$ cat config.mk
export PLATFORM = sky130hd
export DESIGN_NAME = core_trace_monitor
export DESIGN_NICKNAME = d
export VERILOG_FILES = /design/src/rtl/core_trace_monitor.sv
export SDC_FILE = /design/constraint.sdc
export NUM_CORES = 2
export LEC_CHECK = 0
export CAP_MARGIN = 10
export CORE_ASPECT_RATIO = 1.2
export CORE_MARGIN = 8
export CORE_UTILIZATION = 35
export CTS_BUF_LIST = sky130_fd_sc_hd__clkbuf_8
export DETAILED_ROUTE_END_ITERATION = 6
export PLACE_DENSITY_LB_ADDON = 0.05
export SYNTH_ARGS = -nofsm -noshare
export SYNTH_HDL_FRONTEND = slang
export SYNTH_SLANG_ARGS = --single-unit
export TNS_END_PERCENT = 30
$ cat constraint.sdc
create_clock -name clk -period 5.3 [get_ports clk]
set_clock_uncertainty 0.2 [all_clocks]
set_input_delay 1.325 -clock clk [delete_from_list [all_inputs] [get_ports clk]]
set_output_delay 1.325 -clock clk [all_outputs]
set_load 0.01 [all_outputs]
$ cat src/rtl/core_trace_monitor.sv
// core_trace_monitor: run monitor for the ASCA16 core.
// Snoops the fetch bus (pc_in/op_in) and the RAM store bus. Keeps a trace FIFO of
// fetched {pc, op} entries and counts RUN cycles and stores. A run ends on halt
// (the same pc seen HALT_CYCLES more times in a row) or on TIMEOUT RUN cycles.
//
// Ports:
//   clk, reset_n      clock (rising edge), asynchronous active-low reset
//   run_en, clear     core running; synchronous clear (same effect as reset)
//   pc_in, op_in      fetch bus
//   st_we/addr/data   RAM store bus
//   rd_en             pop one trace entry; rd_valid/rd_data follow one cycle later
//   trace_count       FIFO occupancy
//   overflow          sticky: an entry was dropped or overwritten
//   halted, timed_out sticky end-of-run flags
//   cycle_count       RUN cycles; store_count: stores seen in RUN
//   last_st_addr/data most recent captured store
//
// Configuration macro CTM_WRAP_EN: when defined, a push into a full FIFO overwrites
// the oldest entry (newest DEPTH fetches kept); otherwise the push is dropped.
module core_trace_monitor #(
    parameter int unsigned ADDR_W      = 16,
    parameter int unsigned DATA_W      = 16,
    parameter int unsigned DEPTH       = 64,
    parameter int unsigned HALT_CYCLES = 4,
    parameter int unsigned TIMEOUT     = 76
) (
    input  logic                       clk,
    input  logic                       reset_n,
    input  logic                       run_en,
    input  logic                       clear,
    input  logic [ADDR_W-1:0]          pc_in,
    input  logic [DATA_W-1:0]          op_in,
    input  logic                       st_we,
    input  logic [ADDR_W-1:0]          st_addr,
    input  logic [DATA_W-1:0]          st_data,
    input  logic                       rd_en,
    output logic                       rd_valid,
    output logic [ADDR_W+DATA_W-1:0]   rd_data,
    output logic [$clog2(DEPTH):0]     trace_count,
    output logic                       overflow,
    output logic                       halted,
    output logic                       timed_out,
    output logic [31:0]                cycle_count,
    output logic [31:0]                store_count,
    output logic [ADDR_W-1:0]          last_st_addr,
    output logic [DATA_W-1:0]          last_st_data
);

    localparam int unsigned PtrW = $clog2(DEPTH);
    localparam int unsigned CntW = PtrW + 1;
    localparam int unsigned EntW = ADDR_W + DATA_W;
    localparam logic [CntW-1:0] FullCnt = CntW'(DEPTH);
    localparam logic [CntW-1:0] CntOne  = CntW'(1);
    localparam logic [PtrW-1:0] PtrOne  = PtrW'(1);
`ifdef CTM_WRAP_EN
    localparam bit WrapEn = 1'b1;
`else
    localparam bit WrapEn = 1'b0;
`endif

    typedef enum logic [1:0] {StIdle, StRun, StHalt, StTmo} state_e;

    state_e            state_q;
    logic [ADDR_W-1:0] prev_pc_q;
    logic              prev_valid_q;
    logic [31:0]       same_q;
    logic [31:0]       cycle_q;
    logic [31:0]       store_q;
    logic [ADDR_W-1:0] st_addr_q;
    logic [DATA_W-1:0] st_data_q;
    logic              halted_q;
    logic              timed_out_q;
    logic              overflow_q;
    logic [PtrW-1:0]   wr_ptr_q;
    logic [PtrW-1:0]   rd_ptr_q;
    logic [CntW-1:0]   count_q;
    logic              rd_valid_q;
    logic [EntW-1:0]   rd_data_q;
    logic [EntW-1:0]   mem [DEPTH];

    logic        sample;
    logic        same_pc;
    logic        hit_halt;
    logic        hit_tmo;
    logic        push;
    logic        pop;
    logic        full;
    logic        wr_en;
    logic [31:0] cycle_d;

    // The IDLE->RUN edge is itself the first RUN sample.
    always_comb begin
        sample   = run_en && (state_q == StIdle || state_q == StRun);
        same_pc  = prev_valid_q && (pc_in == prev_pc_q);
        cycle_d  = cycle_q + 32'd1;
        hit_halt = sample && same_pc && ((same_q + 32'd1) == HALT_CYCLES);
        hit_tmo  = sample && (cycle_d == TIMEOUT);
        push     = sample && (state_q == StIdle || !same_pc);
        pop      = rd_en && (count_q != '0);
        full     = (count_q == FullCnt);
        wr_en    = !clear && push && (!full || pop || WrapEn);
    end

    always_ff @(posedge clk) begin
        if (wr_en) begin
            mem[wr_ptr_q] <= {pc_in, op_in};
        end
    end

    always_ff @(posedge clk or negedge reset_n) begin
        if (!reset_n) begin
            state_q      <= StIdle;
            prev_pc_q    <= '0;
            prev_valid_q <= 1'b0;
            same_q       <= '0;
            cycle_q      <= '0;
            store_q      <= '0;
            st_addr_q    <= '0;
            st_data_q    <= '0;
            halted_q     <= 1'b0;
            timed_out_q  <= 1'b0;
            overflow_q   <= 1'b0;
            wr_ptr_q     <= '0;
            rd_ptr_q     <= '0;
            count_q      <= '0;
            rd_valid_q   <= 1'b0;
            rd_data_q    <= '0;
        end else if (clear) begin
            state_q      <= StIdle;
            prev_pc_q    <= '0;
            prev_valid_q <= 1'b0;
            same_q       <= '0;
            cycle_q      <= '0;
            store_q      <= '0;
            st_addr_q    <= '0;
            st_data_q    <= '0;
            halted_q     <= 1'b0;
            timed_out_q  <= 1'b0;
            overflow_q   <= 1'b0;
            wr_ptr_q     <= '0;
            rd_ptr_q     <= '0;
            count_q      <= '0;
            rd_valid_q   <= 1'b0;
            rd_data_q    <= '0;
        end else begin
            if (sample) begin
                cycle_q      <= cycle_d;
                same_q       <= same_pc ? same_q + 32'd1 : 32'd0;
                prev_pc_q    <= pc_in;
                prev_valid_q <= 1'b1;
                if (st_we) begin
                    store_q   <= store_q + 32'd1;
                    st_addr_q <= st_addr;
                    st_data_q <= st_data;
                end
                // Halt takes priority over a coincident timeout.
                if (hit_halt) begin
                    state_q  <= StHalt;
                    halted_q <= 1'b1;
                end else if (hit_tmo) begin
                    state_q     <= StTmo;
                    timed_out_q <= 1'b1;
                end else begin
                    state_q <= StRun;
                end
            end else if (state_q == StRun) begin
                state_q <= StIdle;
            end

            // Trace FIFO pointer/occupancy update.
            if (push && pop) begin
                wr_ptr_q <= wr_ptr_q + PtrOne;
                rd_ptr_q <= rd_ptr_q + PtrOne;
            end else if (push && !full) begin
                wr_ptr_q <= wr_ptr_q + PtrOne;
                count_q  <= count_q + CntOne;
            end else if (push) begin
                overflow_q <= 1'b1;
                if (WrapEn) begin
                    wr_ptr_q <= wr_ptr_q + PtrOne;
                    rd_ptr_q <= rd_ptr_q + PtrOne;
                end
            end else if (pop) begin
                rd_ptr_q <= rd_ptr_q + PtrOne;
                count_q  <= count_q - CntOne;
            end

            rd_valid_q <= pop;
            if (pop) begin
                rd_data_q <= mem[rd_ptr_q];
            end
        end
    end

    assign rd_valid     = rd_valid_q;
    assign rd_data      = rd_data_q;
    assign trace_count  = count_q;
    assign overflow     = overflow_q;
    assign halted       = halted_q;
    assign timed_out    = timed_out_q;
    assign cycle_count  = cycle_q;
    assign store_count  = store_q;
    assign last_st_addr = st_addr_q;
    assign last_st_data = st_data_q;

endmodule

# Word-level counts from Yosys, hierarchy flattened
# Memory sizes are Yosys's and may differ from the RTL's.
# Cells that the tools add are included.
[classes]
n_div = 0
add_sub_neg = 7
n_reduce_logical = 35
n_lt_le_gt_ge = 0
shift = 0
n_eq_ne = 11
n_mux = 52
bitwise_logic = 0
multipliers = 0
[ops]
columns = ["op", "count"]
rows = [
  ["$mux 32", 10],
  ["$mux 16", 8],
  ["$add 32x1->32 const B", 3],
  ["$mux 6", 8],
  ["$mux 7", 5],
  ["$eq 32x3->1 const B", 1],
  ["$eq 32x7->1 const B", 1],
  ["$eq 16x16->1", 1],
  ["$mux 1", 16],
  ["$add 6x1->6 const B", 2],
  ["$reduce_and 3->1", 4],
  ["$reduce_bool 2->1", 6],
  ["$reduce_bool 3->1", 4],
  ["$logic_and 1x1->1", 11],
  ["$mux 2", 5],
  ["$add 7x1->7 const B", 1],
  ["$eq 7x7->1 const B", 1],
  ["$reduce_bool 7->1", 1],
  ["$sub 7x1->7 const B", 1],
  ["$ne 2x2->1 const B", 3],
  ["$ne 3x2->1 const B", 2],
  ["$reduce_and 2->1", 2],
  ["$logic_not 1->1", 3],
  ["$logic_or 1x1->1", 3],
  ["3 further kinds", 3],
]
[totals]
memories = 1
in_bits = 70
latchBits = 0
register_bits = 202
out_inout_bits = 139
mem_bits_rw = 2048
rom_bits = 0
[memory_table]
columns = ["name", "depth", "word_bits", "rd", "rd_ports_with_merged_regs", "wr", "line_no", "rtl"]
rows = [
  ["mem", 64, 32, 1, 0, 1, "79", "logic [EntW-1:0] mem [DEPTH];"],
]

# Depth between registers and ports, before layout
[logic_depth]
ltp_word = 9
depth_mapped = 15
depth_no_buf = 15

# Worst setup path after synthesis
# No wires, ideal clock.
[synth_timing]
path_type = "input to register"
start = "in run_en"
end = "mem mem[60][0] in the netlist's numbering, enable pin"
cell_stages = 6
t_arrival_ns = 4.036
setup_slack_ns = 0.643
cell_sequence = "nor2b_1 clkbuf_1 o31ai_1 nor4_1 nand3_1 nor2_1"
[synth_via]
elab_chain_cells = 6
[synth_lines]
columns = ["element", "line_no", "rtl"]
rows = [
  ["start, declared", "29", "input logic run_en,"],
  ["$logic_and 1x1->1", "93", "sample = run_en && (state_q == StIdle || state_q == StRun);"],
  ["$logic_and 1x1->1", "98", "push = sample && (state_q == StIdle || !same_pc);"],
  ["$logic_and 1x1->1 (2 in a row)", "101", "wr_en = !clear && push && (!full || pop || WrapEn);"],
  ["$mux 1", "105", "if (wr_en) begin"],
  ["$mux 1 (implied by the code)", "106", "mem[wr_ptr_q] <= {pc_in, op_in};"],
  ["end, declared", "79", ""],
]
# Every way passes these cells.

# Worst setup path after layout
[layout_timing]
start = "in pc_in[12]"
end = "reg count_q[6] (netlist: trace_count[6])"
[layout_via]
elab_chain_cells = 9
[layout_lines]
columns = ["element", "line_no", "rtl"]
rows = [
  ["start, declared", "31", "input logic [ADDR_W-1:0] pc_in,"],
  ["$eq 16x16->1 (*)", "94", "same_pc = prev_valid_q && (pc_in == prev_pc_q);"],
  ["$logic_and 1x1->1 (*)", "94", ""],
  ["$logic_not 1->1 (*)", "98", ""],
  ["$logic_or 1x1->1 (*)", "98", ""],
  ["$logic_and 1x1->1 (*)", "98", ""],
  ["$logic_and 1x1->1", "174", "end else if (push && !full) begin"],
  ["$mux 7", "174", ""],
  ["$mux 7", "171", "if (push && pop) begin"],
  ["$mux 7", "128", "end else if (clear) begin"],
  ["end signal, assigned", "176", "count_q <= count_q + CntOne;"],
  ["end signal, assigned", "185", "count_q <= count_q - CntOne;"],
  ["end, declared", "76", "logic [CntW-1:0] count_q;"],
]
# Every way passes the cells marked *; elsewhere a longest branch is shown, timed or not. The select of a mux whose other input is x is not followed.
# A chain may end at the register's enable or synchronous reset.

==> impl_results.md <==
* Tcrit/Tclk final at 78.2%
* Die Y-Extent at 565 um
* Fin cells at 8367
* Grt total ovfl at 0
* CTS tree: yes
* Req. time, crit path at 5.93 ns
* Pin slew with the least headroom to its limit at 1.15 ns
* Final setup violation count at 0
* F_max at 241 MHz
* Total placed cells including tap cells at 7687
* Synth top area share at 69.9%
* Sequential share of the synthesized area at 75.7%
* Syn_nets at 4184
* Final estimated routing congestion in global placement at 0.768
* P&R area growth vs syn at 18.1%
* Worst Setup End Kind: flop
* Setup TNS at 0 ns
* R2R cell count at 5
* Worst path cell trace: buf_2 -> xor2_1 -> buf_4 -> nor4_1 -> buf_4 -> nand4_1 -> o31a_1 -> nand2_1 -> buf_4 -> ha_1 -> nor2b_1 -> o21ai_0 -> a21boi_0 -> o21ai_0 -> and2_1 -> nand3_1 -> a32oi_1 -> a21oi_1
* Internal Dissipation at 31.1 mW
* Num CTS Buffers at 378
* Critical path fanouts, max at 7
* Die width at 474 um
* Final WL at 269000 um
* Final hold vios at 0
* Drt pass-1 iters at 5
* Crit path max-delay cell type: nor4_1
* Mean Syn Cell Area at 21.4 um^2
* Peak supply drop at 0.000224 V
* Unrepaired setup endpoints after global routing: false
* Synth Register Bits at 2250
* First-pass GRT wire length at 375000 um
* Starting Density at 35.2%
* PnR Total Power at 42.9 mW
* Mapped Cells at 4102
* Initial antenna violation count at 18
* Leak Pwr at 32.9 nW
* Reg2Reg Setup Slack at 1.26 ns
* Most used cell, CP: buf_4
* Logic pwr share at 19.7%
* Post-synthesis cell type count at 66
* Psw at 11.8 mW
* Flop pwr share at 46.2%
* Number of port buffers at 208
* Sw Share at 27.5%
* PD cells at 413 nW/um^2
* Number of nets with antenna violations after routing at 0
* Vias in the first global route at 46.3k
* Layout cells sized above 1 at 30.2%
* YS warnings at 0
* Max clock buf depth at 4
* Core ar. at 250000 um^2
* I/O pin total at 209
* Async set or reset register ratio after synthesis at 8.98%
* Critical path type: in2reg
* Clock transition at path regs at 0.06 ns
* Fin crit period at 4.15 ns
* Residual DRC at 0
* Fin nets at 4800
* Hold Path Class: in2async
* DP Wirelength at 169000 um
* Initial DRC Count at 3583
* FF-to-FF End: rd_data[30]
* Data arrival time of the critical path at 4.78 ns
* Post-synth EDFFs at 2048
* Root buffer cell: clkbuf_8
* Synth top area cells: edfxtp_1 (70%), mux4_2 (17%), dfrtp_1 (5.7%)
* Bufs and invs on worst path at 4
* Slew HR at 23.3%
* Die area at 268000 um^2
* DR vias/cell at 5.24
* # hold bufs at CTS at 0
* Post-CTS sizing at 0
* GRT Total Usage at 19.8%
* Clk sinks at 2250
* Max Cap Viol at 0
* Number of H-tree levels at 5
* Clock power share at 34.2%
* CP Launch Type: input port
* Post-synth top flop: edfxtp_1
* Most area-hungry cell type in the Yosys netlist: edfxtp_1
* Clk_lat worst skew at 0.99 ns
* Largest net degree at the start of global routing at 99
* Status: completed
* Wire per inst at 32.1 um
* Mapped cell area at 88000 um^2
* Reg-to-reg startpoint: rd_ptr_q[0]
* Vias at 43.8k
* Post-CTS Setup Inserts at 0
* Delay-heaviest family, CP: compound AO/OA/AOI/OAI gates
* Fin. max-slew vios at 0
* CP peak stage delay at 0.59 ns
* Placement Rows at 201
## stage by stage
step	worst slack, ns	util (%)	cell area [um^2]	hold WS [ns]
2_1_floorplan	0.643	-	88000	0.278
3_3_place_gp	0.0171	38.8	96900	0.283
3_5_place_dp	0.185	38.8	96900	0.289
4_1_cts	1.21	41.6	104000	0.147
5_1_grt	0.830	41.6	104000	0.246
6_report	1.15	41.6	104000	0.231
## state kept, by name, indices dropped and copies added (netlist names), 2 cells and up
signal and count:
prev_pc_q 16, trace_count 7, last_st_addr 16, wr_ptr_q 6
state_q 2, store_count 32, mem 2048, cycle_count 32
rd_data 32, same_q 32, rd_ptr_q 6, last_st_data 16
## cell families (layout without fill, tap and decap cells)
group	Yosys count	after routing	share of synthesized area, %
buf+inv	247	1160	1.14
other cells	0	3	0
fa+ha+maj	12	12	0.179
xor+xnor	99	99	0.986
flops	2250	2250	75.7
compound gates	234	234	1.65
mux	683	683	17.3
simple gates	577	577	3.06
## per-layer routing
layer | global-route usage [%] | up-vias | share of wire, %
met5 | 0 | - | 0
met1 | 26.3 | 23900 | 42
li1 | - | 18400 | -
met2 | 34.7 | 1171 | 51
met3 | 2.99 | 315 | 4.5
met4 | 4.20 | 0 | 1.8
## power groups by stage
stage	sequential, mW	combinational, mW	clock, mW
floorplan	20.1	5.24	0
global placement	20.2	8.79	0
detailed placement	20.2	8.77	0
CTS	19.8	8.79	15.2
global route	19.8	8.97	15.9
finish	19.8	8.44	14.7
## synth_stat cells, drive strengths merged (2+ instances only)
cell type  instances
edfxtp          2048
or3               17
nand2b             3
ha                11
or2                6
nor4              15
buf               87
a31oi             11
or4                4
mux2i             11
o31a               2
a211o              3
a22oi              2
o22ai              5
and3              25
clkbuf           139
a21oi             85
and4               6
a41oi              2
o32ai              2
nand3b             4
xor2              66
a21o               7
nor2             197
inv               21
nand4             47
nand2            173
o31ai             10
a211oi             2
and2               4
nor2b              6
or3b               3
nand3             47
mux4             672
a22o              34
o21a               2
nand4b             2
xnor2             33
a31o               2
dfrtp            202
o21ai             55
nor3              13
nor3b              3
## placed cells by master (no fill, tap or decap), types with 11 or more instances in the layout
cell type	Yosys	final
a21oi_1	85	85
a22o_1	34	34
a31oi_1	11	11
and3_1	25	25
buf_12	0	105
buf_2	59	32
buf_4	1	150
bufinv_16	0	14
clkbuf_8	0	393
clkdlybuf4s50_1	0	174
clkinv_1	0	85
clkinv_2	0	41
dfrtp_1	202	196
edfxtp_1	2048	2048
ha_1	11	11
inv_1	21	150
mux2i_1	11	11
mux4_2	672	672
nand2_1	173	173
nand3_1	46	46
nand4_1	45	45
nor2_1	197	131
nor2_4	0	66
nor3_1	11	11
nor4_1	15	13
o21ai_0	53	53
or3_1	16	16
xnor2_1	33	33
xor2_1	66	66
## final cells by class
class	instances	area, um^2
Tap cell	3349	4190
Multi-Input combinational cell	1605	20900
Antenna cell	3	7.51
Inverter	21	78.8
Timing Repair Buffer	462	5140
Fill cell	22300	146000
Clock buffer	393	5410
Sequential cell	2250	66600
Clock inverter	284	1580
## how the worst max path moves through the flow
stage / from / to / slack (ns) / cells past startpoint
floorplan: run_en / mem[60][0] / 0.64 / 6
global placement: pc_in[12] / trace_count[6] / 0.02 / 18
detailed placement: pc_in[12] / trace_count[6] / 0.19 / 18
CTS: rd_ptr_q[0] / rd_data[30] / 1.21 / 5
global route: pc_in[12] / trace_count[6] / 0.83 / 18
finish: pc_in[12] / trace_count[6] / 1.15 / 18
Note: power is estimated with default switching activity, not from simulation.
